`src/rtl/vdram_slot_sched_if.sv`:
```
// Slot scheduler bus: raster/requester side (master) and scheduler side (slave).
// VDRAM_SCHED_STATS_EN adds the per-frame slot statistics outputs.
interface vdram_slot_sched_if #(
  parameter int unsigned BUDGET_W = 8
);
  logic                c3;
  logic                line_start_s;
  logic                frame_start;
  logic                video_go;
  logic                ts_req;
  logic                dma_req;
  logic                cpu_req;
  logic [3:0]          gnt;
  logic                video_pre_next;
  logic                ts_gnt_stb;
  logic                dma_gnt_stb;
  logic                cpu_gnt_stb;
  logic [BUDGET_W-1:0] ts_budget_left;
`ifdef VDRAM_SCHED_STATS_EN
  logic [15:0]         stat_vid;
  logic [15:0]         stat_ts;
  logic [15:0]         stat_dma;
  logic [15:0]         stat_cpu;
  logic [15:0]         stat_idle;

  modport master (
    output c3, line_start_s, frame_start, video_go, ts_req, dma_req, cpu_req,
    input  gnt, video_pre_next, ts_gnt_stb, dma_gnt_stb, cpu_gnt_stb, ts_budget_left,
    input  stat_vid, stat_ts, stat_dma, stat_cpu, stat_idle
  );
  modport slave (
    input  c3, line_start_s, frame_start, video_go, ts_req, dma_req, cpu_req,
    output gnt, video_pre_next, ts_gnt_stb, dma_gnt_stb, cpu_gnt_stb, ts_budget_left,
    output stat_vid, stat_ts, stat_dma, stat_cpu, stat_idle
  );
`else
  modport master (
    output c3, line_start_s, frame_start, video_go, ts_req, dma_req, cpu_req,
    input  gnt, video_pre_next, ts_gnt_stb, dma_gnt_stb, cpu_gnt_stb, ts_budget_left
  );
  modport slave (
    input  c3, line_start_s, frame_start, video_go, ts_req, dma_req, cpu_req,
    output gnt, video_pre_next, ts_gnt_stb, dma_gnt_stb, cpu_gnt_stb, ts_budget_left
  );
`endif
endinterface

```
`src/rtl/vdram_slot_sched.sv`:
```
// Per-slot DRAM scheduler: grants each 4-clock slot to video, TS, DMA or CPU.
// Optional per-frame slot statistics are enabled with VDRAM_SCHED_STATS_EN.
module vdram_slot_sched #(
  parameter int unsigned          BUDGET_W    = 8,
  parameter logic [BUDGET_W-1:0]  TS_BUDGET   = BUDGET_W'(64),
  parameter logic [3:0]           CPU_MAXWAIT = 4'd6
) (
  input  logic               clk,
  input  logic               rst_n,
  vdram_slot_sched_if.slave  bus
);

  // One-hot encoding matches the gnt bit order {cpu,dma,ts,vid}.
  typedef enum logic [3:0] {
    S_IDLE = 4'b0000,
    S_VID  = 4'b0001,
    S_TS   = 4'b0010,
    S_DMA  = 4'b0100,
    S_CPU  = 4'b1000
  } state_t;

  state_t     state;
  state_t     nxt_c;
  logic       rr_ptr;       // 0: DMA has RR priority, 1: CPU
  logic       rr_sel_c;
  logic       rr_grant_c;
  logic [3:0] cpu_wait;

  // Priority selection for the slot decided on this c3 edge.
  always_comb begin
    nxt_c      = S_IDLE;
    rr_grant_c = 1'b0;
    rr_sel_c   = bus.frame_start ? 1'b0 : rr_ptr;
    if (bus.video_go) begin
      nxt_c = S_VID;
    end else if (bus.cpu_req && (cpu_wait >= CPU_MAXWAIT)) begin
      nxt_c = S_CPU;
    end else if (bus.ts_req && (bus.ts_budget_left != '0)) begin
      nxt_c = S_TS;
    end else if (bus.dma_req && bus.cpu_req) begin
      rr_grant_c = 1'b1;
      nxt_c      = rr_sel_c ? S_CPU : S_DMA;
    end else if (bus.dma_req) begin
      rr_grant_c = 1'b1;
      nxt_c      = S_DMA;
    end else if (bus.cpu_req) begin
      rr_grant_c = 1'b1;
      nxt_c      = S_CPU;
    end
  end

  assign bus.gnt = state;

  // Slot owner, strobes, TS budget, RR pointer and CPU starvation counter.
  always_ff @(posedge clk or negedge rst_n) begin
    if (!rst_n) begin
      state              <= S_IDLE;
      bus.video_pre_next <= 1'b0;
      bus.ts_gnt_stb     <= 1'b0;
      bus.dma_gnt_stb    <= 1'b0;
      bus.cpu_gnt_stb    <= 1'b0;
      bus.ts_budget_left <= TS_BUDGET;
      rr_ptr             <= 1'b0;
      cpu_wait           <= 4'd0;
    end else begin
      bus.video_pre_next <= 1'b0;
      bus.ts_gnt_stb     <= 1'b0;
      bus.dma_gnt_stb    <= 1'b0;
      bus.cpu_gnt_stb    <= 1'b0;
      if (bus.c3) begin
        state              <= nxt_c;
        bus.video_pre_next <= (nxt_c == S_VID);
        bus.ts_gnt_stb     <= (nxt_c == S_TS);
        bus.dma_gnt_stb    <= (nxt_c == S_DMA);
        bus.cpu_gnt_stb    <= (nxt_c == S_CPU);

        if (rr_grant_c) begin
          rr_ptr <= (nxt_c == S_DMA);
        end else begin
          rr_ptr <= rr_sel_c;
        end

        if (!bus.cpu_req || (nxt_c == S_CPU)) begin
          cpu_wait <= 4'd0;
        end else if (cpu_wait != 4'hF) begin
          cpu_wait <= cpu_wait + 4'd1;
        end

        // Line reload beats a coincident TS decrement.
        if (bus.line_start_s) begin
          bus.ts_budget_left <= TS_BUDGET;
        end else if ((nxt_c == S_TS) && (bus.ts_budget_left != '0)) begin
          bus.ts_budget_left <= bus.ts_budget_left - BUDGET_W'(1);
        end
      end
    end
  end

`ifdef VDRAM_SCHED_STATS_EN
  logic [15:0] cnt_vid;
  logic [15:0] cnt_ts;
  logic [15:0] cnt_dma;
  logic [15:0] cnt_cpu;
  logic [15:0] cnt_idle;

  function automatic logic [15:0] bump(input logic [15:0] v, input logic hit);
    return (hit && (v != 16'hFFFF)) ? (v + 16'd1) : v;
  endfunction

  // Frame counters; the frame_start decision itself opens the new frame.
  always_ff @(posedge clk or negedge rst_n) begin
    if (!rst_n) begin
      cnt_vid       <= 16'd0;
      cnt_ts        <= 16'd0;
      cnt_dma       <= 16'd0;
      cnt_cpu       <= 16'd0;
      cnt_idle      <= 16'd0;
      bus.stat_vid  <= 16'd0;
      bus.stat_ts   <= 16'd0;
      bus.stat_dma  <= 16'd0;
      bus.stat_cpu  <= 16'd0;
      bus.stat_idle <= 16'd0;
    end else if (bus.c3) begin
      if (bus.frame_start) begin
        bus.stat_vid  <= cnt_vid;
        bus.stat_ts   <= cnt_ts;
        bus.stat_dma  <= cnt_dma;
        bus.stat_cpu  <= cnt_cpu;
        bus.stat_idle <= cnt_idle;
        cnt_vid       <= 16'(nxt_c == S_VID);
        cnt_ts        <= 16'(nxt_c == S_TS);
        cnt_dma       <= 16'(nxt_c == S_DMA);
        cnt_cpu       <= 16'(nxt_c == S_CPU);
        cnt_idle      <= 16'(nxt_c == S_IDLE);
      end else begin
        cnt_vid  <= bump(cnt_vid,  nxt_c == S_VID);
        cnt_ts   <= bump(cnt_ts,   nxt_c == S_TS);
        cnt_dma  <= bump(cnt_dma,  nxt_c == S_DMA);
        cnt_cpu  <= bump(cnt_cpu,  nxt_c == S_CPU);
        cnt_idle <= bump(cnt_idle, nxt_c == S_IDLE);
      end
    end
  end
`endif

endmodule

```
`src/flat_wrapper.sv`:
```
// flat-port wrapper written by rule: the top's interface ports become plain ports
module vdram_slot_sched_flat 
#(
  parameter int unsigned          BUDGET_W    = 8,
  parameter logic [BUDGET_W-1:0]  TS_BUDGET   = BUDGET_W'(64),
  parameter logic [3:0]           CPU_MAXWAIT = 4'd6
)
  (clk, rst_n, bus_c3, bus_line_start_s, bus_frame_start, bus_video_go, bus_ts_req, bus_dma_req, bus_cpu_req, bus_gnt, bus_video_pre_next, bus_ts_gnt_stb, bus_dma_gnt_stb, bus_cpu_gnt_stb, bus_ts_budget_left);
  vdram_slot_sched_if #(.BUDGET_W(BUDGET_W)) bus_i ();
  input  logic clk;
  input  logic rst_n;
  input wire logic [$bits(bus_i.c3)-1:0] bus_c3;
  input wire logic [$bits(bus_i.line_start_s)-1:0] bus_line_start_s;
  input wire logic [$bits(bus_i.frame_start)-1:0] bus_frame_start;
  input wire logic [$bits(bus_i.video_go)-1:0] bus_video_go;
  input wire logic [$bits(bus_i.ts_req)-1:0] bus_ts_req;
  input wire logic [$bits(bus_i.dma_req)-1:0] bus_dma_req;
  input wire logic [$bits(bus_i.cpu_req)-1:0] bus_cpu_req;
  output wire logic [$bits(bus_i.gnt)-1:0] bus_gnt;
  output wire logic [$bits(bus_i.video_pre_next)-1:0] bus_video_pre_next;
  output wire logic [$bits(bus_i.ts_gnt_stb)-1:0] bus_ts_gnt_stb;
  output wire logic [$bits(bus_i.dma_gnt_stb)-1:0] bus_dma_gnt_stb;
  output wire logic [$bits(bus_i.cpu_gnt_stb)-1:0] bus_cpu_gnt_stb;
  output wire logic [$bits(bus_i.ts_budget_left)-1:0] bus_ts_budget_left;
  assign bus_i.c3 = bus_c3;
  assign bus_i.line_start_s = bus_line_start_s;
  assign bus_i.frame_start = bus_frame_start;
  assign bus_i.video_go = bus_video_go;
  assign bus_i.ts_req = bus_ts_req;
  assign bus_i.dma_req = bus_dma_req;
  assign bus_i.cpu_req = bus_cpu_req;
  assign bus_gnt = bus_i.gnt;
  assign bus_video_pre_next = bus_i.video_pre_next;
  assign bus_ts_gnt_stb = bus_i.ts_gnt_stb;
  assign bus_dma_gnt_stb = bus_i.dma_gnt_stb;
  assign bus_cpu_gnt_stb = bus_i.cpu_gnt_stb;
  assign bus_ts_budget_left = bus_i.ts_budget_left;
  vdram_slot_sched #(.BUDGET_W(BUDGET_W), .TS_BUDGET(TS_BUDGET), .CPU_MAXWAIT(CPU_MAXWAIT)) u_core (.clk(clk), .rst_n(rst_n), .bus(bus_i));
endmodule
```
`config.mk`:
```
export PLATFORM = sky130hd
export DESIGN_NAME = vdram_slot_sched_flat
export DESIGN_NICKNAME = d
export VERILOG_FILES = /design/src/rtl/vdram_slot_sched_if.sv /design/src/rtl/vdram_slot_sched.sv /design/src/flat_wrapper.sv
export SDC_FILE = /design/constraint.sdc
export NUM_CORES = 1
export LEC_CHECK = 0
export ABC_AREA = 1
export CORE_ASPECT_RATIO = 1.25
export CORE_UTILIZATION = 50
export CTS_BUF_LIST = sky130_fd_sc_hd__clkbuf_4
export DETAILED_ROUTE_END_ITERATION = 10
export MAX_ROUTING_LAYER = met4
export PLACE_DENSITY_LB_ADDON = 0.1
export SYNTH_ARGS = -nofsm -noshare
export SYNTH_HDL_FRONTEND = slang
export SYNTH_SLANG_ARGS = --single-unit
export TNS_END_PERCENT = 30
```
`constraint.sdc`:
```
create_clock -name clk -period 2.5 [get_ports clk]
set_clock_uncertainty 0.05 [all_clocks]
set_input_delay 0.625 -clock clk [delete_from_list [all_inputs] [get_ports clk]]
set_output_delay 0.625 -clock clk [all_outputs]
set_load 0.005 [all_outputs]
```
# ---- Yosys cells after proc, flatten, opt, wreduce, memory -nomap -nowiden
# Index checks and enable logic that the tools add are counted.
dict set report classes {
  n_bitwise 0
  n_lt_le_gt_ge 1
  n_reduce_logical 11
  addsub 2
  n_eq_ne 5
  div 0
  muxes 23
  shifts 0
  n_mul 0
}
# op n
set ops {}
lappend ops {{two-way mux 4 bit} 9}
lappend ops {{two-way mux 8 bit} 2}
lappend ops {{two-way mux 1 bit} 12}
lappend ops {{nonzero test 8 bit} 1}
lappend ops {{subtractor 8 x 1 -> 8 bit, second input constant} 1}
lappend ops {{adder 4 x 1 -> 4 bit, second input constant} 1}
lappend ops {{equality test 4 x 1 -> 1 bit, second input constant} 1}
lappend ops {{equality test 4 x 2 -> 1 bit, second input constant} 1}
lappend ops {{equality test 4 x 3 -> 1 bit, second input constant} 1}
lappend ops {{equality test 4 bit, second input constant} 1}
lappend ops {{greater-or-equal comparator 4 x 3 -> 1 bit, second input constant} 1}
lappend ops {{logical AND 1 bit} 4}
lappend ops {{!= test 4 bit, second input constant} 1}
lappend ops {{AND reduction 2 bit} 2}
lappend ops {{nonzero test 2 bit} 2}
lappend ops {{logical NOT 1 bit} 1}
lappend ops {{logical OR 1 bit} 1}
dict set report totals {
  rom_bits 0
  n_memories 0
  reg_bits 21
  input_bits 9
  ram_bits 0
  wordCells 50
  latchBits 0
}

# ---- Depth between registers and ports, before layout
dict set report logic_depth {
  word_depth 10
  mapped_depth 11
}

# ---- Least setup slack after synthesis
# Ideal clock, no wire load.
dict set report synth_timing {
  path_kind {reg2reg}
  startpoint {register u_core.bus.ts_budget_left[0]}
  endpoint {register u_core.bus.ts_budget_left[7]}
  setup_slack_ns 0.948
  path_stages_with_launch 12
  arrival_ns 1.385
  setup_time_ns 0.117
  path_cell_list {dfrtp_1 > inv_1 > ha_1 > nand2_1 > nor2_1 > nand2_1 > nand3_2 > nor2_4 > nand2_4 > nand2_8 > nand3_1 > nand2_1}
}
dict set report synth_between {
  elab_chain_len 9
}
# element line
set synth_rtl {}
lappend synth_rtl {{start, declared} vdram_slot_sched_if.sv:43} ;# output gnt, video_pre_next, ts_gnt_stb, dma_gnt_stb, cpu_gnt_stb, ts_budget_left
lappend synth_rtl {{start signal, assigned} vdram_slot_sched.sv:93} ;# bus.ts_budget_left <= bus.ts_budget_left - BUDGET_W'(1);
lappend synth_rtl {{nonzero test 8 bit} {vdram_slot_sched.sv:38, vdram_slot_sched.sv:92}}
lappend synth_rtl {{logical AND 1 bit} vdram_slot_sched.sv:38} ;# end else if (bus.ts_req && (bus.ts_budget_left != '0)) begin
lappend synth_rtl {{two-way mux 4 bit} vdram_slot_sched.sv:38}
lappend synth_rtl {{two-way mux 4 bit} vdram_slot_sched.sv:36} ;# end else if (bus.cpu_req && (cpu_wait >= CPU_MAXWAIT)) begin
lappend synth_rtl {{two-way mux 4 bit} vdram_slot_sched.sv:34} ;# if (bus.video_go) begin
lappend synth_rtl {{equality test 4 x 2 -> 1 bit} vdram_slot_sched.sv:92} ;# end else if ((nxt_c == S_TS) && (bus.ts_budget_left != '0)) begin
lappend synth_rtl {{logical AND 1 bit} vdram_slot_sched.sv:92}
lappend synth_rtl {{nonzero test 2 bit (no line)} --}
lappend synth_rtl {{AND reduction 2 bit (no line)} --}
# Parallel ways exist; a longest one is shown, timed or not. The select of a mux whose other input is x is not followed.
# A chain may end at the register's enable or synchronous reset.

# ---- Final worst setup path
dict set report layout_timing {
  startpoint {register u_core.bus.ts_budget_left[6]}
  endpoint {output bus_ts_budget_left[6]}
}
# element line
set layout_lines {}
lappend layout_lines {{end, declared} flat_wrapper.sv:24} ;# output wire logic [$bits(bus_i.ts_budget_left)-1:0] bus_ts_budget_left;
# No word-level cell between the ends.

==> results_dict.tcl <==
set metrics [dict create \
    netlist_area_um2 1190 \
    synth_top_area_cell "dfrtp_1" \
    rr_startpoint "u_core.bus.ts_budget_left[0]" \
    ys_ff_latch 21 \
    syn_to_final_growth_pct 26.8 \
    worstHoldStart "u_core.bus.gnt[0]" \
    firstDrtPassIters 4 \
    slowest_delay_ps 570 \
    path_buf_inv 1 \
    grt-ovfl-total 0 \
    grt_use_total_pct 20.9 \
    num_vias 1037 \
    syn-num-nets 161 \
    synth-simple-area-share_pct 34.7 \
    timing.max_cap.violations 0 \
    synth.most_common_cell "nand2_1" \
    synth_fa_ha_area_share_pct 3.14 \
    finalSetupViolations 0 \
    yosysUniqueCellTypes 26 \
    synth_edf_count 0 \
    grt_pass1_wl_um 3890 \
    use_met1_pct 24.1 \
    synth_top_cell_area_share_pct 41.9 \
    grt_max_degree 22 \
    synth_top_family_by_area "simple AND/OR/NAND/NOR gates" \
    wire_per_inst_um 11.0 \
    finalHoldViolCount 0 \
    crit_arrival_ps 1360 \
    antenna_found_initial 0 \
    layout-drive-gt1-share_pct 11.8 \
    synth_commonest_cells "nand2_1 (37), dfrtp_1 (20), inv_1 (20), nand3_1 (16), nor2_1 (16)" \
    worst_pin_slew_ps 298 \
    synth_top_flop_cell "dfrtp_1" \
    crit_chain "clkdlybuf4s50_1" \
    synth_compound_area_share_pct 5.24 \
    worstSetupPathType "flip-flop to output port" \
    fin_ws_ps 466 \
    diodes 0 \
    peakVddDrop_mv 0.556 \
    fin_cells 209 \
    drc 0 \
    cts_buffer_depth 2 \
    worstSetupEndpointType "output port" \
    portBuffers 24 \
    path_max_fanout 4 \
    drtIter0Drc 30 \
    cts_sinks 21 \
    yosys_warnings 0 \
    hold_path_class "flip-flop to flip-flop" \
    pin_count 25 \
    avgSynthCellArea_um2 8.01 \
    place.gp.congestion 0.869 \
    power_mw 1.20 \
    outcome "complete, no violations" \
    dpl.hpwl_um 1790 \
    clock_latency_ps 290 \
    tns_ps 0 \
    ys_seq_area_share_pct 44.1 \
    period_minus_slack_ps 2030 \
    cp_top_family "flip-flops" \
    use_met2_pct 35.9 \
    slowest_stage "dfstp_2" \
    rows 19 \
    max_freq_mhz 492 \
    grt_pass1_vias 952 \
    grtUsageMet3_pct 2.25 \
    powerDensity_nw_per_um2 792 \
    synthXorXnorAreaFrac_pct 5.87 \
    hold_path_end "u_core.bus.gnt[0]" \
    rsz0062_at_grt "no" \
    finalCritPeriodShare_pct 81.4 \
    die-area_um2 2590 \
    drt_wl_total_um 2310 \
    cts_tree "yes" \
    post_cts_buffers 0 \
    rr_endpoint "u_core.bus.ts_budget_left[5]" \
    post-place-ws_ps 455 \
    leakagePower_nw 0.792 \
    dp.cells 205 \
    holdBufCountCts 0 \
    die_w_um 45.7 \
    holdPathStages 2 \
    report.final.slew_viol_count 0 \
    start_util_pct 53.4 \
    ys_top_cells_by_area "dfrtp_1 (42%), nand2_1 (12%), nand3_1 (6.7%)" \
    r2r_setup_slack_ps 770 \
    start_kind "flip-flop" \
    clockRootBuffer "clkbuf_4" \
    vias_per_cell 4.96 \
    clk_pin_slew_worst_paths_ps 100 \
    postRouteAntennaNets 0 \
    cp.required_ps 1820 \
    muxShareOfSynthArea_pct 0 \
    synthCells 149 \
    top_usage_layer "met2" \
    slew_headroom_pct 80.1 \
    htreeDepth 1 \
    cts_resized 0 \
    cts_buffers 3 \
    die_h_um 56.6 \
    synth-async-reset-ratio_pct 100 \
    nNetsFinal 191 \
    reg2regPathDepth 11 \
    core_area_um2 2230 \
]
report_power, final:
group	switching [mW]	internal, mW
logic	0.267	0.265
registers	0.0830	0.416
clock network	0.0937	0.0729
total	0.444	0.754
state kept, by name (all words and copies together) (netlist names):
name / flops
u_core.bus.ts_gnt_stb: 1
u_core.bus.ts_budget_left: 8
u_core.bus.cpu_gnt_stb: 1
u_core.bus.dma_gnt_stb: 1
u_core.rr_ptr: 1
u_core.cpu_wait: 4
u_core.bus.video_pre_next: 1
u_core.bus.gnt: 4
worst max path at each step:
stage                                        end                    startpoint  slack, ps  depth (start not counted)
finish                     bus_ts_budget_left[6]  u_core.bus.ts_budget_left[6]        470                          1
global route               bus_ts_budget_left[6]  u_core.bus.ts_budget_left[6]        420                          1
CTS                        bus_ts_budget_left[6]  u_core.bus.ts_budget_left[6]        450                          1
detailed placement             u_core.bus.gnt[3]                   bus_cpu_req        450                          7
global placement               u_core.bus.gnt[3]                   bus_cpu_req        460                          7
floorplan           u_core.bus.ts_budget_left[7]  u_core.bus.ts_budget_left[0]        950                         11
area by class of cell:
| cell class | count | area [µm²] |
|---|---|---|
| multi-input cells | 106 | 584 |
| well taps | 31 | 38.8 |
| repair buffers | 26 | 255 |
| flip-flops and latches | 21 | 527 |
| clock buffers | 4 | 30.0 |
| inverters | 21 | 78.8 |
| fillers | 217 | 721 |
through the flow:
step | util [%] | cell area, µm² | hold slack, ps
after floorplan | - | 1190 | 279
after global placement | 66.4 | 1480 | 408
after detailed placement | 66.4 | 1480 | 412
after CTS | 67.7 | 1510 | 439
after global routing | 67.7 | 1510 | 482
final | 67.7 | 1510 | 434
kinds of logic after synthesis:
| family | count (synthesis) |
|---|---|
| simple gates | 84 |
| flops | 21 |
| fa+ha+maj | 3 |
| buf+inv | 22 |
| xor+xnor | 8 |
| compound gates | 11 |
cells in the final DEF, fill, tap and decap left out:
cell type	count
a21oi_1	1
buf_4	2
clkbuf_4	4
clkdlybuf4s50_1	24
dfrtp_1	20
dfstp_2	1
ha_1	3
inv_1	20
inv_2	1
nand2_1	37
nand2_2	3
nand2_4	1
nand2_8	1
nand3_1	16
nand3_2	2
nand3b_1	1
nand4_1	2
nand4_2	1
nor2_1	16
nor2_4	1
nor3_1	1
nor3_2	1
o21ai_0	4
o21ai_1	4
o21ai_2	2
or2_2	1
xnor2_1	1
xor2_1	7
metal layers:
metal  up-vias  routed length [µm]
met3         2                  83
met1       487                1020
li1        527                   -
met2        21                1190
met5         -                   0
met4         0                  21
No activity file was read; power rests on OpenSTA's default activity.
